$ cat src/rtl/ahb3lite_arb2.sv
// Two-master to one-slave AHB3-lite arbiter with per-master address holding.
// Round-robin grant with optional burst lock; uncontested requests pass through.
module ahb3lite_arb2 #(
  parameter bit BURST_LOCK = 1'b1
) (
  input  logic             CLK,
  input  logic             RESETn,
  input  logic [1:0]       M_HSEL,
  input  logic [1:0][31:0] M_HADDR,
  input  logic [1:0][31:0] M_HWDATA,
  input  logic [1:0]       M_HWRITE,
  input  logic [1:0][2:0]  M_HSIZE,
  input  logic [1:0][2:0]  M_HBURST,
  input  logic [1:0][3:0]  M_HPROT,
  input  logic [1:0][1:0]  M_HTRANS,
  output logic [1:0][31:0] M_HRDATA,
  output logic [1:0]       M_HREADYOUT,
  output logic [1:0]       M_HRESP,
  output logic             S_HSEL,
  output logic [31:0]      S_HADDR,
  output logic [31:0]      S_HWDATA,
  output logic             S_HWRITE,
  output logic [2:0]       S_HSIZE,
  output logic [2:0]       S_HBURST,
  output logic [3:0]       S_HPROT,
  output logic [1:0]       S_HTRANS,
  output logic             S_HREADY,
  input  logic [31:0]      S_HRDATA,
  input  logic             S_HREADYOUT,
  input  logic             S_HRESP,
  output logic             HMASTER
);

  localparam logic [1:0] TR_IDLE   = 2'b00;
  localparam logic [1:0] TR_NONSEQ = 2'b10;
  localparam logic [1:0] TR_SEQ    = 2'b11;

  typedef enum logic [1:0] {
    ST_IDLE,
    ST_WAIT,
    ST_DATA
  } st_e;

  typedef struct packed {
    logic [31:0] addr;
    logic        write;
    logic [2:0]  size;
    logic [2:0]  burst;
    logic [3:0]  prot;
    logic [1:0]  trans;
  } aph_t;

  st_e  [1:0] st_q, st_d;
  aph_t [1:0] pend_q, pend_d;
  logic [1:0] pend_vld_q, pend_vld_d;
  aph_t       hold_q, hold_d;
  logic       last_q, last_d;
  logic       hmaster_q, hmaster_d;

  aph_t [1:0] live, cfld;
  logic [1:0] rdy, resp, req, cand, granted;
  logic       lock, issue, win;
  aph_t       sel;

  always_comb begin
    live       = '0;
    cfld       = '0;
    rdy        = '0;
    resp       = '0;
    req        = '0;
    cand       = '0;
    granted    = '0;
    lock       = 1'b0;
    issue      = 1'b0;
    win        = 1'b0;
    sel        = hold_q;
    st_d       = st_q;
    pend_d     = pend_q;
    pend_vld_d = pend_vld_q;
    hold_d     = hold_q;
    last_d     = last_q;
    hmaster_d  = hmaster_q;

    for (int m = 0; m < 2; m++) begin
      live[m] = '{addr:  M_HADDR[m],
                  write: M_HWRITE[m],
                  size:  M_HSIZE[m],
                  burst: M_HBURST[m],
                  prot:  M_HPROT[m],
                  trans: M_HTRANS[m]};
      unique case (st_q[m])
        ST_WAIT: rdy[m] = 1'b0;
        ST_DATA: rdy[m] = S_HREADYOUT;
        default: rdy[m] = 1'b1;
      endcase
      resp[m] = (st_q[m] == ST_DATA) && S_HRESP;
      req[m]  = M_HSEL[m] && M_HTRANS[m][1] && rdy[m];
      cand[m] = pend_vld_q[m] || req[m];
      cfld[m] = pend_vld_q[m] ? pend_q[m] : live[m];
      // a stored SEQ cannot continue a burst the other master interrupted
      if (pend_vld_q[m] && (pend_q[m].trans == TR_SEQ) &&
          (last_q != 1'(m)))
        cfld[m].trans = TR_NONSEQ;
    end

    lock  = BURST_LOCK && req[last_q] &&
            (M_HTRANS[last_q] == TR_SEQ);
    issue = S_HREADYOUT && (|cand);

    unique case (1'b1)
      lock:                             win = last_q;
      (!lock && cand[0] && cand[1]):    win = !last_q;
      default:                          win = cand[1];
    endcase

    if (issue) begin
      sel       = cfld[win];
      hold_d    = cfld[win];
      last_d    = win;
      hmaster_d = win;
    end

    for (int m = 0; m < 2; m++) begin
      granted[m] = issue && (win == 1'(m));
      if (granted[m]) begin
        pend_vld_d[m] = 1'b0;
        st_d[m]       = ST_DATA;
      end else if (req[m]) begin
        pend_vld_d[m] = 1'b1;
        pend_d[m]     = live[m];
        st_d[m]       = ST_WAIT;
      end else if (st_q[m] == ST_DATA && S_HREADYOUT) begin
        st_d[m]       = ST_IDLE;
      end
    end
  end

  always_ff @(posedge CLK or negedge RESETn) begin
    if (!RESETn) begin
      for (int m = 0; m < 2; m++) st_q[m] <= ST_IDLE;
      pend_q     <= '0;
      pend_vld_q <= '0;
      hold_q     <= '0;
      last_q     <= 1'b1;
      hmaster_q  <= 1'b0;
    end else begin
      st_q       <= st_d;
      pend_q     <= pend_d;
      pend_vld_q <= pend_vld_d;
      hold_q     <= hold_d;
      last_q     <= last_d;
      hmaster_q  <= hmaster_d;
    end
  end

  assign M_HRDATA    = {S_HRDATA, S_HRDATA};
  assign M_HREADYOUT = rdy;
  assign M_HRESP     = resp;
  assign S_HSEL      = issue;
  assign S_HTRANS    = issue ? sel.trans : TR_IDLE;
  assign S_HADDR     = sel.addr;
  assign S_HWRITE    = sel.write;
  assign S_HSIZE     = sel.size;
  assign S_HBURST    = sel.burst;
  assign S_HPROT     = sel.prot;
  assign S_HWDATA    = M_HWDATA[hmaster_q];
  assign S_HREADY    = S_HREADYOUT;
  assign HMASTER     = hmaster_q;

endmodule
$ cat config.mk
export PLATFORM = sky130hd
export DESIGN_NAME = ahb3lite_arb2
export DESIGN_NICKNAME = d
export VERILOG_FILES = /design/src/rtl/ahb3lite_arb2.sv
export SDC_FILE = /design/constraint.sdc
export NUM_CORES = 1
export LEC_CHECK = 0
export BUFFER_PORTS_ARGS = -buffer_cell sky130_fd_sc_hd__buf_2
export CORE_MARGIN = 3
export CORE_UTILIZATION = 44
export CTS_CLUSTER_DIAMETER = 120
export DETAILED_ROUTE_END_ITERATION = 10
export GPL_TIMING_DRIVEN = 0
export PLACE_DENSITY = 0.78
export SLEW_MARGIN = 20
export SYNTH_ARGS = -nofsm -noshare
export SYNTH_HDL_FRONTEND = slang
export SYNTH_SLANG_ARGS = --single-unit
export TNS_END_PERCENT = 50
$ cat constraint.sdc
create_clock -name CLK -period 3.7 [get_ports CLK]
set_clock_uncertainty 0.05 [all_clocks]
set_input_delay 0.925 -clock CLK [delete_from_list [all_inputs] [get_ports CLK]]
set_output_delay 0.925 -clock CLK [all_outputs]
set_load 0.01 [all_outputs]
==> run_results.csv <==
group,metric,value,unit
worst_setup_path,cp_common_cell,"buf_6",
pwr,cell_internal_pwr,6.55,mW
logic_synthesis,syn-num-nets,878,
place,place.port_buffers,307,
sta,setup_slack,-0.262,ns
pwr,power_density,889,nW/um2
min_path,hold_path_class,"in -> async",
sta,slew_headroom,48.3,%
logic_synthesis,synth_async_sr_flop_share,100,%
drt,ant_nets,0,
clock_tree,root_buffer,"clkbuf_16",
sta,fmax,252,MHz
worst_setup_path,crit_chain,"buf_12 -> or3b_4 -> nand4_1 -> nand2b_1 -> buf_4 -> o2111a_1 -> buf_6 -> buf_12 -> buf_6 -> buf_6 -> a221o_1 -> buf_6",
logic_synthesis,avgSynthCellArea,11.5,um2
clock_tree,hold_buffers,0,
sta,worst_slew_pin_slew,0.776,ns
logic_synthesis,syn_inst,686,
layout,area_growth,50.6,%
sta,rsz0062_at_grt,"true",
layout,final_layout_size_suffix_gt1_share,62.0,%
clock_tree,cts_buffers,17,
drt,routed_via_density,5.44,
die,start_util,45.3,%
global_route,grt_remaining_overflow,0,
drt,wl_per_cell,23.0,um
worst_setup_path,endpoint_kind,"output pin",
logic_synthesis,yosysTopAreaCellShare,44.2,%
drt,first_iter_violations,338,
logic_synthesis,post-synth-top-area-cell,"dfrtp_1",
logic_synthesis,synth-seq-cells,141,
drt,routed-via-count,6940,
clock_tree,insertion_delay,0.43,ns
worst_setup_path,crit_slowest_cell,"or3b_4",
logic_synthesis,synth_area_leaders,"dfrtp_1 (44%), mux2_2 (12%), buf_4 (10%)",
logic_synthesis,ys_types,37,
sta,drv_slew,0,
logic_synthesis,netlist_area,7920,um2
clock_tree,htree_num_levels,4,
global_route,gr-usage-all-layers,28.1,%
global_route,top_usage_layer,"met2",
outcome,outcome,"complete, but fails checks",
die,coreArea,17500,um2
logic_synthesis,synth_flop_cell,"dfrtp_1",
worst_setup_path,critPathKind,"in -> out",
logic_synthesis,yosysMostFrequentCell,"dfrtp_1",
sta,finalHoldViolCount,0,
pwr,switching_power,4.04,mW
clock_tree,cts.sinks,141,
logic_synthesis,yosysSeqAreaShare,44.6,%
pwr,seq_power_share,25.4,%
worst_setup_path,crit_required,2.72,ns
global_route,gr-usage-met3,6.11,%
sta,setup_viol,45,
logic_synthesis,synth_edf_count,0,
global_route,antenna_found_initial,7,
sta,min_period_over_period,107,%
pwr,p_sw_share,38.1,%
global_route,grt_max_degree,77,
layout,finish.utilization,68.2,%
clock_tree,clk_path_buf_depth,2,
worst_setup_path,cp_slowest_stage_delay,0.37,ns
place,hpwl,20100,um
place,pre_cts_ws,-0.907,ns
pwr,p_total,10.6,mW
pwr,power_frac_comb,57.9,%
die,rows,48,
global_route,grt_pass1_vias,7154,
logic_synthesis,yosys_warnings,0,
layout,nets,1224,
drt,drt-total-wl,29300,um
place,gp_congestion,0.817,
die,die_w,140,um
global_route,grt_pass1_wl,42300,um
die,ios,340,
pwr,power_frac_clock,16.7,%
clock_tree,clkSlewWorstSetupHoldPaths,0.06,ns
worst_setup_path,arrival,2.99,ns
pwr,peakVddDrop,466,uV
logic_synthesis,synth_common_cells,"dfrtp_1 (140), buf_4 (107), mux2_2 (82), mux2i_1 (66), mux2_1 (39)",
global_route,use_met2,47.0,%
die,dieArea,19600,um2
sta,finalCriticalPeriod,3.96,ns
drt,drt_first_pass_iters,5,
worst_setup_path,cp_max_fo,7,
layout,nFillCells,1250,
outcome,violations,"negative setup slack",
pwr,leakagePower,5.61,nW
run,drv_cap,0,
clock_tree,cts_tree,"yes",
global_route,met1_usage,35.3,%
drt,drc,0,
worst_setup_path,cp-start-kind,"input port",
die,die_h,140,um
[through the flow]
| step | cell area (um2) | TNS, ns | hold slack, ns | instances |
|---|---|---|---|---|
| 3_5_place_dp | 9790 | -36.34 | 0.419 | 1219 |
| 2_1_floorplan | 7930 | -0.380 | 0.389 | 686 |
| 6_report | 11900 | -8.18 | 0.403 | 1275 |
| 3_3_place_gp | 9750 | -94.75 | 0.412 | 1218 |
| 4_1_cts | 11600 | -8.09 | 0.439 | 1266 |
| 5_1_grt | 11900 | -10.65 | 0.452 | 1275 |
[final timing paths]
kind / start / endpoint / slack, ns / depth (start not counted)
max in group asynchronous: RESETn / pend_q[33] / 2.47 / 2
min in group CLK: pend_q[4] / pend_q[4] / 0.44 / 1
min reg2reg: pend_q[4] / pend_q[4] / 0.44 / 1
max: S_HREADYOUT / S_HADDR[17] / -0.26 / 12
min: RESETn / pend_q[51] / 0.40 / 1
max reg2reg: st_q[2] / pend_q[29] / 0.86 / 10
[layout by cell type (no fill, tap or decap), types with 7 or more instances in the layout]
master and instances:
mux2i_1 66, nor2_1 15, buf_8 7, nand2b_1 26, o311ai_4 19, mux2_1 39, o2111ai_4 16, dfrtp_1 140
buf_4 106, clkbuf_1 17, nor3_1 16, mux2_2 82, a221o_1 21, buf_2 291, clkbuf_16 28, buf_6 36
nand2_1 31, clkbuf_2 7
[routing by layer]
layer  part of all wire, %  wire, um
met1                    40     11700
met2                    50     14600
met3                   6.2      1810
met4                   4.1      1210
met5                 0.082        24
[worst max-delay path: cells and delay by family]
kind / cells / cell delay, ns
buffers and inverters: 7 / 0.94
AND/OR/NAND/NOR: 3 / 0.66
AO/OA/AOI/OAI: 2 / 0.45
[logic make-up (layout without fill, tap and decap cells)]
group	Yosys count	after routing	synth area share, %
compound gates	83	83	9.38
buf+inv	161	520	13.3
flops	141	141	44.6
mux	187	187	25.5
other cells	0	5	0
simple gates	114	114	7.22
[state kept, by name, summed over array words and instances, names as in the netlist]
name,count
HMASTER,1
hold_q,43
last_q,1
pend_q,90
pend_vld_q,2
st_q,4
[repair_timing]
| action | CTS | global route |
|---|---|---|
| buffers inserted | 36 | 16 |
| endpoints found under the setup margin | 46 | 45 |
| gates cloned | 8 | 1 |
| pin swaps | 36 | 30 |
| gates resized for setup | 195 | 57 |
| hold endpoints to repair | 0 | 0 |
[power groups by stage]
stage | Combinational, mW | Clock, mW | Sequential [mW]
finish | 6.13 | 1.77 | 2.69
global route | 6.44 | 1.84 | 2.76
CTS | 5.63 | 1.77 | 2.65
detailed placement | 4.30 | 0 | 2.67
global placement | 4.21 | 0 | 2.61
floorplan | 2.98 | 0 | 2.57
[cell type report]
cell class / instances / area (um2) / share of cell area, %
timing repair buffer: 368 / 2340 / 19.6
clock inverter: 7 / 110 / 0.923
clock buffer: 25 / 485 / 4.07
inverter: 3 / 18.8 / 0.157
multi-input combinational: 384 / 4080 / 34.2
sequential: 141 / 3530 / 29.6
tap: 225 / 282 / 2.36
buffer: 117 / 1060 / 8.91
antenna: 5 / 12.5 / 0.105
(Power assumes the default switching activity.)
